`config.mk`:
```
export PLATFORM = sky130hd
export DESIGN_NAME = load_store_unit
export DESIGN_NICKNAME = d
export VERILOG_FILES = /design/src/rtl/lsu_pkg.sv /design/src/rtl/store_merge.sv /design/src/rtl/load_store_unit.sv
export SDC_FILE = /design/constraint.sdc
export NUM_CORES = 1
export LEC_CHECK = 0
export ABC_AREA = 1
export BUFFER_PORTS_ARGS = -buffer_cell sky130_fd_sc_hd__buf_4
export CAP_MARGIN = 20
export CORE_MARGIN = 2
export CORE_UTILIZATION = 53
export DETAILED_ROUTE_END_ITERATION = 6
export PLACE_DENSITY = 0.87
export SLEW_MARGIN = 5
export SYNTH_ARGS = -nofsm -noshare
export SYNTH_HDL_FRONTEND = slang
export SYNTH_SLANG_ARGS = --single-unit
```
`constraint.sdc`:
```
create_clock -name clk -period 4.7 [get_ports clk]
set_input_delay 1.175 -clock clk [delete_from_list [all_inputs] [get_ports clk]]
set_output_delay 1.175 -clock clk [all_outputs]
set_load 0.005 [all_outputs]
```
`src/rtl/lsu_pkg.sv`:
```
// Shared encodings and helpers for the load/store unit.
// Sub-word byte lanes are little-endian: byte 0 is bits 7:0 of the word.
package lsu_pkg;

  localparam logic [1:0] SZ_BYTE = 2'b00;
  localparam logic [1:0] SZ_HALF = 2'b01;
  localparam logic [1:0] SZ_WORD = 2'b10;
  localparam logic [1:0] SZ_RSVD = 2'b11;

  typedef enum logic [1:0] {
    ST_IDLE   = 2'b00,
    ST_RMW_WR = 2'b01,
    ST_DONE   = 2'b10
  } lsu_state_e;

  // True for accesses that need a read-modify-write to store.
  function automatic logic is_subword(input logic [1:0] size);
    return (size == SZ_BYTE) || (size == SZ_HALF);
  endfunction

  // Pick the addressed byte/half out of a word and extend it to 32 bits.
  // Halves select on lane[1] only; lane[0] is ignored for them.
  function automatic logic [31:0] lane_extract(input logic [31:0] word,
                                               input logic [1:0]  size,
                                               input logic [1:0]  lane,
                                               input logic        zero_ext);
    logic [7:0]  b;
    logic [15:0] h;
    logic [31:0] res;
    case (lane)
      2'd0:    b = word[7:0];
      2'd1:    b = word[15:8];
      2'd2:    b = word[23:16];
      default: b = word[31:24];
    endcase
    h = lane[1] ? word[31:16] : word[15:0];
    case (size)
      SZ_BYTE: res = zero_ext ? {24'h0, b} : {{24{b[7]}}, b};
      SZ_HALF: res = zero_ext ? {16'h0, h} : {{16{h[15]}}, h};
      default: res = word;
    endcase
    return res;
  endfunction

endpackage

```
`src/rtl/store_merge.sv`:
```
// Combinational lane insert: replaces the addressed byte/half of old_word_i
// with the low bits of new_data_i. Word size passes new_data_i through.
module store_merge
  import lsu_pkg::*;
(
  input  logic [31:0] old_word_i,
  input  logic [31:0] new_data_i,
  input  logic [1:0]  size_i,
  input  logic [1:0]  lane_i,
  output logic [31:0] merged_word_o
);

  // Overwrite only the target lane, keep the rest of the old word.
  always_comb begin
    merged_word_o = old_word_i;
    case (size_i)
      SZ_BYTE: begin
        case (lane_i)
          2'd0:    merged_word_o[7:0]   = new_data_i[7:0];
          2'd1:    merged_word_o[15:8]  = new_data_i[7:0];
          2'd2:    merged_word_o[23:16] = new_data_i[7:0];
          default: merged_word_o[31:24] = new_data_i[7:0];
        endcase
      end
      SZ_HALF: begin
        if (lane_i[1]) merged_word_o[31:16] = new_data_i[15:0];
        else           merged_word_o[15:0]  = new_data_i[15:0];
      end
      default: merged_word_o = new_data_i;
    endcase
  end

endmodule

```
`src/rtl/load_store_unit.sv`:
```
// Load/store unit between the single-cycle datapath and a word-only memory.
// Loads and word stores are zero-latency; byte/half stores do a 3-cycle
// read-modify-write and hold the CPU with stall.
// Build option: define MISALIGN_TRAP_EN to flag misaligned accesses (and the
// reserved size) and suppress their memory strobes; otherwise misaligned is 0,
// halves use addr[1], words ignore addr[1:0] and size 11 acts as word.
//
//   state     | meaning
//   ----------+------------------------------------------------------------
//   ST_IDLE   | accept requests; loads/word stores complete this cycle
//   ST_RMW_WR | write merged word to the latched address, CPU still held
//   ST_DONE   | no strobes, stall released; CPU advances, requests ignored
module load_store_unit
  import lsu_pkg::*;
#(
  parameter int ADDR_W = 32
) (
  input  logic              clk,
  input  logic              reset,
  input  logic              MemRead,
  input  logic              MemWrite,
  input  logic [1:0]        size,
  input  logic              is_unsigned,
  input  logic [ADDR_W-1:0] addr,
  input  logic [31:0]       store_data,
  output logic [31:0]       load_data,
  output logic              stall,
  output logic              misaligned,
  output logic [ADDR_W-1:0] mem_addr,
  output logic              mem_read,
  output logic              mem_write,
  output logic [31:0]       mem_wdata,
  input  logic [31:0]       mem_rdata
);

  lsu_state_e        state_q, state_d;
  logic [31:0]       merge_buf_q, merge_buf_d;
  logic [ADDR_W-3:0] waddr_q, waddr_d;

  logic              req;
  logic              mis_det;
  logic [1:0]        eff_size;
  logic [31:0]       merged_word;

  assign req      = MemRead | MemWrite;
  // Reserved size only reaches the datapath in the non-trapping build.
  assign eff_size = (size == SZ_RSVD) ? SZ_WORD : size;

`ifdef MISALIGN_TRAP_EN
  // Natural-alignment check, only meaningful when a request is present.
  always_comb begin
    mis_det = 1'b0;
    if (req) begin
      case (size)
        SZ_HALF: mis_det = addr[0];
        SZ_WORD: mis_det = |addr[1:0];
        SZ_RSVD: mis_det = 1'b1;
        default: mis_det = 1'b0;
      endcase
    end
  end
`else
  assign mis_det = 1'b0;
`endif

  store_merge u_store_merge (
    .old_word_i    (mem_rdata),
    .new_data_i    (store_data),
    .size_i        (eff_size),
    .lane_i        (addr[1:0]),
    .merged_word_o (merged_word)
  );

  // State, merge buffer and latched word address.
  always_ff @(posedge clk) begin
    if (reset) begin
      state_q     <= ST_IDLE;
      merge_buf_q <= '0;
      waddr_q     <= '0;
    end else begin
      state_q     <= state_d;
      merge_buf_q <= merge_buf_d;
      waddr_q     <= waddr_d;
    end
  end

  // Next-state and output decode.
  always_comb begin
    state_d     = state_q;
    merge_buf_d = merge_buf_q;
    waddr_d     = waddr_q;
    stall       = 1'b0;
    misaligned  = 1'b0;
    mem_read    = 1'b0;
    mem_write   = 1'b0;
    mem_wdata   = store_data;
    mem_addr    = {addr[ADDR_W-1:2], 2'b00};
    load_data   = '0;

    case (state_q)
      ST_IDLE: begin
        if (!reset) begin
          misaligned = mis_det;
          if (!mis_det) begin
            if (MemWrite) begin
              if (is_subword(eff_size)) begin
                mem_read    = 1'b1;
                stall       = 1'b1;
                merge_buf_d = merged_word;
                waddr_d     = addr[ADDR_W-1:2];
                state_d     = ST_RMW_WR;
              end else begin
                mem_write = 1'b1;
              end
            end else if (MemRead) begin
              mem_read  = 1'b1;
              load_data = lane_extract(mem_rdata, eff_size, addr[1:0], is_unsigned);
            end
          end
        end
      end
      ST_RMW_WR: begin
        // The write goes out even if reset arrives in this cycle, so a
        // store that already read its word is never lost half-way.
        mem_write = 1'b1;
        mem_wdata = merge_buf_q;
        mem_addr  = {waddr_q, 2'b00};
        stall     = !reset;
        state_d   = ST_DONE;
      end
      ST_DONE: begin
        state_d = ST_IDLE;
      end
      default: begin
        state_d = ST_IDLE;
      end
    endcase
  end

endmodule

```
==> flow_metrics.tcl, run 1 <==
set metrics [dict create \
    cts_hold_buf 0 \
    synth-seq-cells 64 \
    row_count 35 \
    h-tree-depth 3 \
    finalWirelength_mm 16.53 \
    path_buf_inv 3 \
    synth.distinct_cells 23 \
    synth.top_cells.by_area "dfxtp_1 (26%), mux2_2 (13%), nand2_1 (12%)" \
    start_util 0.5401 \
    min_path_type "register to register" \
    holdPathEnd "waddr_q[14]" \
    vias 5900 \
    arrival_ns 2.71 \
    synth_area_leader_cell "dfxtp_1" \
    rr_worst_depth 7 \
    clock-sinks 64 \
    netlist_instances 777 \
    syn2layout_area_growth_pct 33.09 \
    relSlewSlack 0.2957 \
    path_cells "buf_4 > inv_2 > nand3_1 > nand3_1 > nand3_4 > a21oi_1 > buf_4" \
    grt_pass1_wl_mm 25.57 \
    cpMaxStageDelayCell "inv_2" \
    cp-start-kind "input port" \
    root_buffer "clkbuf_8" \
    grt_max_degree 67 \
    insertedDiodeCount 0 \
    die_width_um 100.3 \
    antenna_found_initial 0 \
    drc 0 \
    post_cts_resized 0 \
    cts_tree "done" \
    synth_edf_count 0 \
    yosysSeqAreaShare 0.2604 \
    finalMaxSlewViolations 0 \
    clock_skew_ns 0.01068 \
    drt-initial-drc-count 367 \
    path_clk_slew_ns 0.08 \
    grt_usage 0.3176 \
    postRouteAntennaNets 0 \
    min_from "waddr_q[14]" \
    holdPathStages 2 \
    critPathMaxStageDelay_ns 0.36 \
    gp_congestion 1.019 \
    worstMarginPinSlew_ns 1.055 \
    wl_per_cell_um 15.64 \
    port_buffers 199 \
    fillCellCount 808 \
    yosysMostFrequentCell "nand2_1" \
    dr.pass1.iters 7 \
    fin_ws_ns 0.8158 \
    fin_tns_setup_ns 0 \
    dp_hpwl_mm 12.10 \
    dp_slack_ns 0.8280 \
    cp_max_fo 27 \
    max_freq_mhz 257.5 \
    vias_per_cell 5.582 \
    fin_crit_sh 0.8264 \
    clk_latency_ns 0.35 \
    synthesis.area_um2 4920 \
    setup_violations 0 \
    synth_ff_type "dfxtp_1" \
    yosysWarnings 0 \
    synth_common_cells "nand2_1 (161), nor2_1 (160), o21ai_0 (101)" \
    hold_viol 0 \
    clk_path_buf_depth 2 \
    p_leak_nw 3.026 \
    critPathTopFamily "buffers and inverters" \
    numCtsBuffers 9 \
    die_area_um2 10070 \
    irDropWorstVdd_mv 0.1879 \
    grt_pass1_vias 5293 \
    min_period_ns 3.884 \
    syn_area_per_cell_um2 6.332 \
    grt_remaining_overflow 0 \
    rsz0062_at_grt "false" \
    io_pins 203 \
    dieHeight_um 100.3 \
    postCtsSetupBuffers 0 \
    critical_path_class "input port to primary output" \
    critPathRequiredTime_ns 3.52 \
    core_um2 9109 \
    cellPowerDensity_nw_per_um2 235.7 \
    status "finished, final reports clean" \
    yosys.area.top_type_share 0.2604 \
    ys_async_sr_fraction 0 \
    cp-end-kind "primary output" \
    rr_startpoint "state_q[0]" \
    max-cap-violations 0 \
    rr_endpoint "merge_buf_q[13]" \
    nets 1044 \
    drive_above_1_share 0.3224 \
    rrSetupSlack_ns 1.93 \
]
## tightest hold or removal path, stage by stage (launching register included)
cell     delay (ns)
dfxtp_1        0.33
nor2_1         0.04
nor2_1         0.08
## per-layer routing
layer / track usage / routed length [um]
met3: 0.07799 / 1683
met1: 0.3854 / 6474
met5: 0 / 0
met2: 0.5276 / 7646
met4: 0.1496 / 725
## area by class of cell
| class | count | area [um^2] | share of cell area |
|---|---|---|---|
| Clock inverter | 4 | 53.80 | 0.008217 |
| Sequential cell | 64 | 1281 | 0.1957 |
| Clock buffer | 12 | 145.1 | 0.02217 |
| Tap cell | 111 | 138.9 | 0.02121 |
| Multi-Input combinational cell | 615 | 3202 | 0.4890 |
| Inverter | 42 | 157.7 | 0.02408 |
| Timing Repair Buffer | 209 | 1569 | 0.2396 |
## kinds of logic after synthesis
group	after synthesis	share of synthesized area
buffers and inverters	100	0.09079
and+or+nand+nor	375	0.3082
DFF	64	0.2604
muxes	55	0.1259
other	1	0.0007622
AOI/OAI and AO/OA	182	0.2139
## cell usage in the layout (no fill, tap or decap)
master,Yosys,final
buf_4,8,209
nand2_1,161,160
nor2_1,160,160
o21ai_0,101,101
dfxtp_1,64,64
mux2_2,55,55
nand3_1,39,39
o211ai_1,37,37
inv_1,35,35
a21oi_1,33,33
a21oi_2,10,10
clkbuf_8,0,10
inv_2,7,7
nand4_1,7,7
nor2_2,5,5
conb_1,1,3
clkinvlp_4,0,2
clkbuf_1,26,2
nand2_2,0,1
a21oi_4,1,1
nand3_4,1,1
nor3b_2,1,1
nor2_4,1,1
clkinv_4,0,1
bufinv_16,0,1
## worst max path at each step
stage / start / cells after the start / end / slack (ns)
after CTS: addr[1] / 7 / load_data[10] / 0.83
after global routing: addr[1] / 7 / load_data[31] / 0.66
after detailed placement: addr[1] / 7 / load_data[10] / 0.83
after floorplan: addr[1] / 7 / load_data[11] / 1.35
after global placement: addr[1] / 7 / load_data[31] / 0.91
final: addr[1] / 7 / load_data[10] / 0.82
## registers in the layout, summed over array words and instances (netlist names)
name	cells
merge_buf_q	32
state_q	2
waddr_q	30
## per-stage QoR
step | util | hold slack (ns) | instances | power (mW) | instance area [um^2]
finish | 0.7188 | 0.4900 | 1057 | 1.543 | 6548
global route | 0.7188 | 0.5150 | 1057 | 1.616 | 6548
CTS | 0.7188 | 0.4926 | 1057 | 1.543 | 6548
detailed placement | 0.6970 | 0.4757 | 1041 | 1.061 | 6349
global placement | 0.6970 | 0.4667 | 1041 | 1.054 | 6349
floorplan | - | 0.4509 | 779 | 0.8489 | 4927
## power by group
group / switching, mW / internal [mW]
combinational: 0.244 / 0.213
sequential: 0.0178 / 0.580
clock: 0.228 / 0.261
No activity file was read; power rests on OpenSTA's default activity.
==> inputs of run 2 (changes only) <==
--- a/config.mk
+++ b/config.mk
@@ -9,9 +9,9 @@
 export BUFFER_PORTS_ARGS = -buffer_cell sky130_fd_sc_hd__buf_4
 export CAP_MARGIN = 20
 export CORE_MARGIN = 2
-export CORE_UTILIZATION = 53
+export CORE_UTILIZATION = 45
 export DETAILED_ROUTE_END_ITERATION = 6
-export PLACE_DENSITY = 0.87
+export PLACE_DENSITY = 0.79
 export SLEW_MARGIN = 5
 export SYNTH_ARGS = -nofsm -noshare
 export SYNTH_HDL_FRONTEND = slang
==> constraint.sdc (replaced) <==
create_clock -name clk -period 3.3 [get_ports clk]
set_input_delay 0.825 -clock clk [delete_from_list [all_inputs] [get_ports clk]]
set_output_delay 0.825 -clock clk [all_outputs]
set_load 0.005 [all_outputs]
==> flow_metrics.tcl, run 2 (synthesis results as in run 1) <==
set metrics [dict create \
    status "finished, final reports clean" \
    cp-start-kind "input port" \
    dieHeight_um 108.6 \
    layout.cells.non_filler 1091 \
    critPathRequiredTime_ns 2.47 \
    irDropWorstVdd_mv 0.2428 \
    highest_layer "met4" \
    cp_max_fo 27 \
    max-cap-violations 0 \
    fillCellCount 1056 \
    antenna_found_initial 0 \
    dr_wl_met2_mm 7.785 \
    dp_cells 1075 \
    startpoint "addr[1]" \
    rr_startpoint "state_q[0]" \
    max_freq_mhz 324.2 \
    die_width_um 108.6 \
    finalWirelength_mm 16.95 \
    rsz0062_at_grt "false" \
    numCtsBuffers 9 \
    cellPowerDensity_nw_per_um2 343.2 \
    grt_pass1_wl_mm 26.19 \
    vias_per_cell 5.345 \
    grt_usage 0.2843 \
    die_area_um2 11790 \
    route.met3.wl_mm 1.896 \
    h-tree-depth 3 \
    arrival_ns 2.26 \
    cts_hold_buf 0 \
    postCtsSetupBuffers 0 \
    clk_path_buf_depth 2 \
    core_um2 10750 \
    finalMaxSlewViolations 0 \
    drive_above_1_share 0.3281 \
    clock_skew_ns 0.01289 \
    cp-end-kind "primary output" \
    postRouteAntennaNets 0 \
    path_clk_slew_ns 0.08 \
    largest_reg_flops 32 \
    power_mw 2.291 \
    gp_congestion 0.9918 \
    worstMarginPinSlew_ns 0.7818 \
    p_leak_nw 3.078 \
    dr.pass1.iters 6 \
    vias 5831 \
    insertedDiodeCount 0 \
    clock-sinks 64 \
    grt_remaining_overflow 0 \
    fin_ws_ns 0.2152 \
    port_buffers 199 \
    min_period_ns 3.085 \
    min_path_type "register to register" \
    row_count 38 \
    design_area_um2 6674 \
    start_util 0.4578 \
    grt_max_degree 56 \
    wl_met1_mm 6.729 \
    mostFrequentLayoutCells "buf_4 (212), nand2_1 (160), nor2_1 (160)" \
    clk_latency_ns 0.36 \
    final_common_cell "buf_4" \
    cts_tree "done" \
    grt_pass1_vias 5221 \
    dp_hpwl_mm 12.54 \
    fin_crit_sh 0.9348 \
    relSlewSlack 0.4782 \
    critical_path_class "input port to primary output" \
    syn2layout_area_growth_pct 35.66 \
    root_buffer "clkbuf_8" \
    post_cts_resized 0 \
    hold_viol 0 \
    drc 0 \
    wl_per_cell_um 15.54 \
    fin_tns_setup_ns 0 \
    place_area_um2 6447 \
    nets 1049 \
    top_register "merge_buf_q" \
    setup_violations 0 \
    top_regs "merge_buf_q (32), waddr_q (30), state_q (2)" \
    io_pins 203 \
    min_from "waddr_q[23]" \
    drt-initial-drc-count 464 \
    dp_slack_ns 0.2287 \
]
## run 2: path summary, 6_finish.rpt
path / end / slack [ns] / cells past startpoint
setup / recovery: load_data[19] / 0.22 / 7
hold / removal: waddr_q[23] / 0.49 / 2
setup reg to reg: waddr_q[6] / 1.24 / 7
hold reg to reg: waddr_q[23] / 0.49 / 2
## run 2: critical path: stages
cell	delay (ns)
buf_4	0.20
nand2_1	0.25
inv_2	0.14
a21oi_4	0.18
nand3_4	0.29
a21oi_1	0.24
buf_4	0.13
## run 2: per-stage QoR
stage / hold WS [ns] / utilization
after global routing: 0.5123 / 0.6211
after detailed placement: 0.4764 / 0.6000
after CTS: 0.4933 / 0.6211
after floorplan: 0.4509 / -
after global placement: 0.4657 / 0.6000
final: 0.4890 / 0.6211
## run 2: layer usage
metal	up-vias	global-route usage
met5	-	0
met3	41	0.07957
met4	0	0.1035
li1	2906	-
met1	2585	0.3537
met2	299	0.4683
## run 2: power by group
part / internal, mW / switching (mW)
combinational: 0.310 / 0.349
sequential: 0.825 / 0.0259
clock: 0.433 / 0.348
## run 2: final cells by class
type	count	area, um^2	share of cell area
multi-input combinational	615	3202	0.4798
clock inverter	7	102.6	0.01537
sequential	64	1281	0.1920
inverter	42	157.7	0.02362
timing repair buffer	214	1632	0.2445
tap	140	175.2	0.02625
clock buffer	9	123.9	0.01856
==> inputs of run 3 (changes only) <==
--- a/config.mk
+++ b/config.mk
@@ -12,6 +12,7 @@
 export CORE_UTILIZATION = 45
 export DETAILED_ROUTE_END_ITERATION = 6
 export PLACE_DENSITY = 0.79
+export RECOVER_POWER = 50
 export SLEW_MARGIN = 5
 export SYNTH_ARGS = -nofsm -noshare
 export SYNTH_HDL_FRONTEND = slang
==> flow_metrics.tcl, run 3 (synthesis results as in run 1) <==
set metrics [dict create \
    status "finished, final reports clean" \
    cp-start-kind "input port" \
    p_leak_nw 3.060 \
    start_util 0.4578 \
    syn2layout_area_growth_pct 35.17 \
    min_path_type "register to register" \
    fillCellCount 1063 \
    cellPowerDensity_nw_per_um2 343.3 \
    wl_per_cell_um 15.54 \
    clock-sinks 64 \
    top_register "merge_buf_q" \
    postCtsSetupBuffers 0 \
    clk_latency_ns 0.35 \
    combPwrFrac 0.287 \
    largest_reg_flops 32 \
    multiInputGateArea_um2 3199 \
    cp_max_fo 38 \
    grt_max_degree 56 \
    root_buffer "clkbuf_8" \
    power_frac_seq 0.373 \
    grt_pass1_vias 5221 \
    critical_path_class "input port to primary output" \
    grt_usage 0.2843 \
    postRouteAntennaNets 0 \
    io_pins 203 \
    cts_tree "done" \
    finalWirelength_mm 16.96 \
    arrival_ns 2.29 \
    finalMaxSlewViolations 0 \
    grt_remaining_overflow 0 \
    min_period_ns 3.113 \
    dp_hpwl_mm 12.54 \
    place_area_um2 6447 \
    fin_tns_setup_ns 0 \
    rsz0062_at_grt "false" \
    worstMarginPinSlew_ns 0.9200 \
    mostFrequentLayoutCells "buf_4 (197), nand2_1 (161), nor2_1 (160)" \
    dieHeight_um 108.6 \
    row_count 38 \
    clk_path_buf_depth 2 \
    relSlewSlack 0.3867 \
    dr.pass1.iters 5 \
    hold_viol 0 \
    drive_above_1_share 0.3186 \
    intPower_mw 1.563 \
    critPathRequiredTime_ns 2.47 \
    h-tree-depth 3 \
    drt-initial-drc-count 477 \
    irDropWorstVdd_mv 0.2432 \
    final_common_cell "buf_4" \
    clock_skew_ns 0.01375 \
    vias 5879 \
    die_area_um2 11790 \
    numCtsBuffers 9 \
    max_freq_mhz 321.2 \
    post_cts_resized 0 \
    path_clk_slew_ns 0.08 \
    fin_crit_sh 0.9433 \
    ff_latch_area_um2 1281 \
    antenna_found_initial 0 \
    gp_congestion 0.9918 \
    vias_per_cell 5.389 \
    grt_pass1_wl_mm 26.19 \
    p_switching_uw 719.5 \
    sw_frac_of_total 0.3152 \
    max-cap-violations 0 \
    top_regs "merge_buf_q (32), waddr_q (30), state_q (2)" \
    die_width_um 108.6 \
    nets 1049 \
    drc 0 \
    core_um2 10750 \
    setup_violations 0 \
    port_buffers 199 \
    cp-end-kind "primary output" \
    p_clk_frac 0.340 \
    design_area_um2 6650 \
    cts_hold_buf 0 \
    power_mw 2.283 \
    insertedDiodeCount 0 \
]
[run 3: power groups by stage]
stage               Combinational [mW]  Clock (mW)  Sequential (mW)
finish                           0.655       0.777            0.851
global placement                 0.647           0            0.867
detailed placement               0.654           0            0.868
global route                     0.723       0.829            0.857
floorplan                        0.350           0            0.859
CTS                              0.657       0.795            0.851
[run 3: final timing paths]
check	from	endpoint	slack, ns	depth (start not counted)
max	size[1]	load_data[1]	0.19	7
min	waddr_q[23]	waddr_q[23]	0.49	2
max reg2reg	state_q[0]	waddr_q[6]	0.72	7
min reg2reg	waddr_q[23]	waddr_q[23]	0.49	2
[run 3: metal layers]
metal	vias to the layer above	global-route usage	wire [um]
met5	-	0	0
met4	0	0.1035	555
met3	42	0.07957	1760
met2	297	0.4683	7816
met1	2634	0.3537	6823
li1	2906	-	-
[run 3: critical path, cell delays in order]
cell and delay (ns):
buf_4 0.18, inv_1 0.13, buf_4 0.38, nand2_1 0.25
o211ai_1 0.28, a21oi_1 0.10, buf_4 0.14
[run 3: area by class of cell]
type,count,share of cell area
timing repair buffer,214,0.2421
tap,140,0.02634
inverter,42,0.02371
clock inverter,7,0.01543
multi-input combinational,615,0.4811
sequential,64,0.1927
clock buffer,9,0.01863
[run 3: through the flow]
step	utilization	instances	hold slack (ns)	worst slack (ns)
6_report	0.6189	1091	0.4884	0.1871
5_1_grt	0.6189	1091	0.5123	0.06889
4_1_cts	0.6211	1091	0.4933	0.2244
3_5_place_dp	0.6000	1075	0.4764	0.2287
3_3_place_gp	0.6000	1075	0.4657	0.2848
2_1_floorplan	-	779	0.4509	0.6476
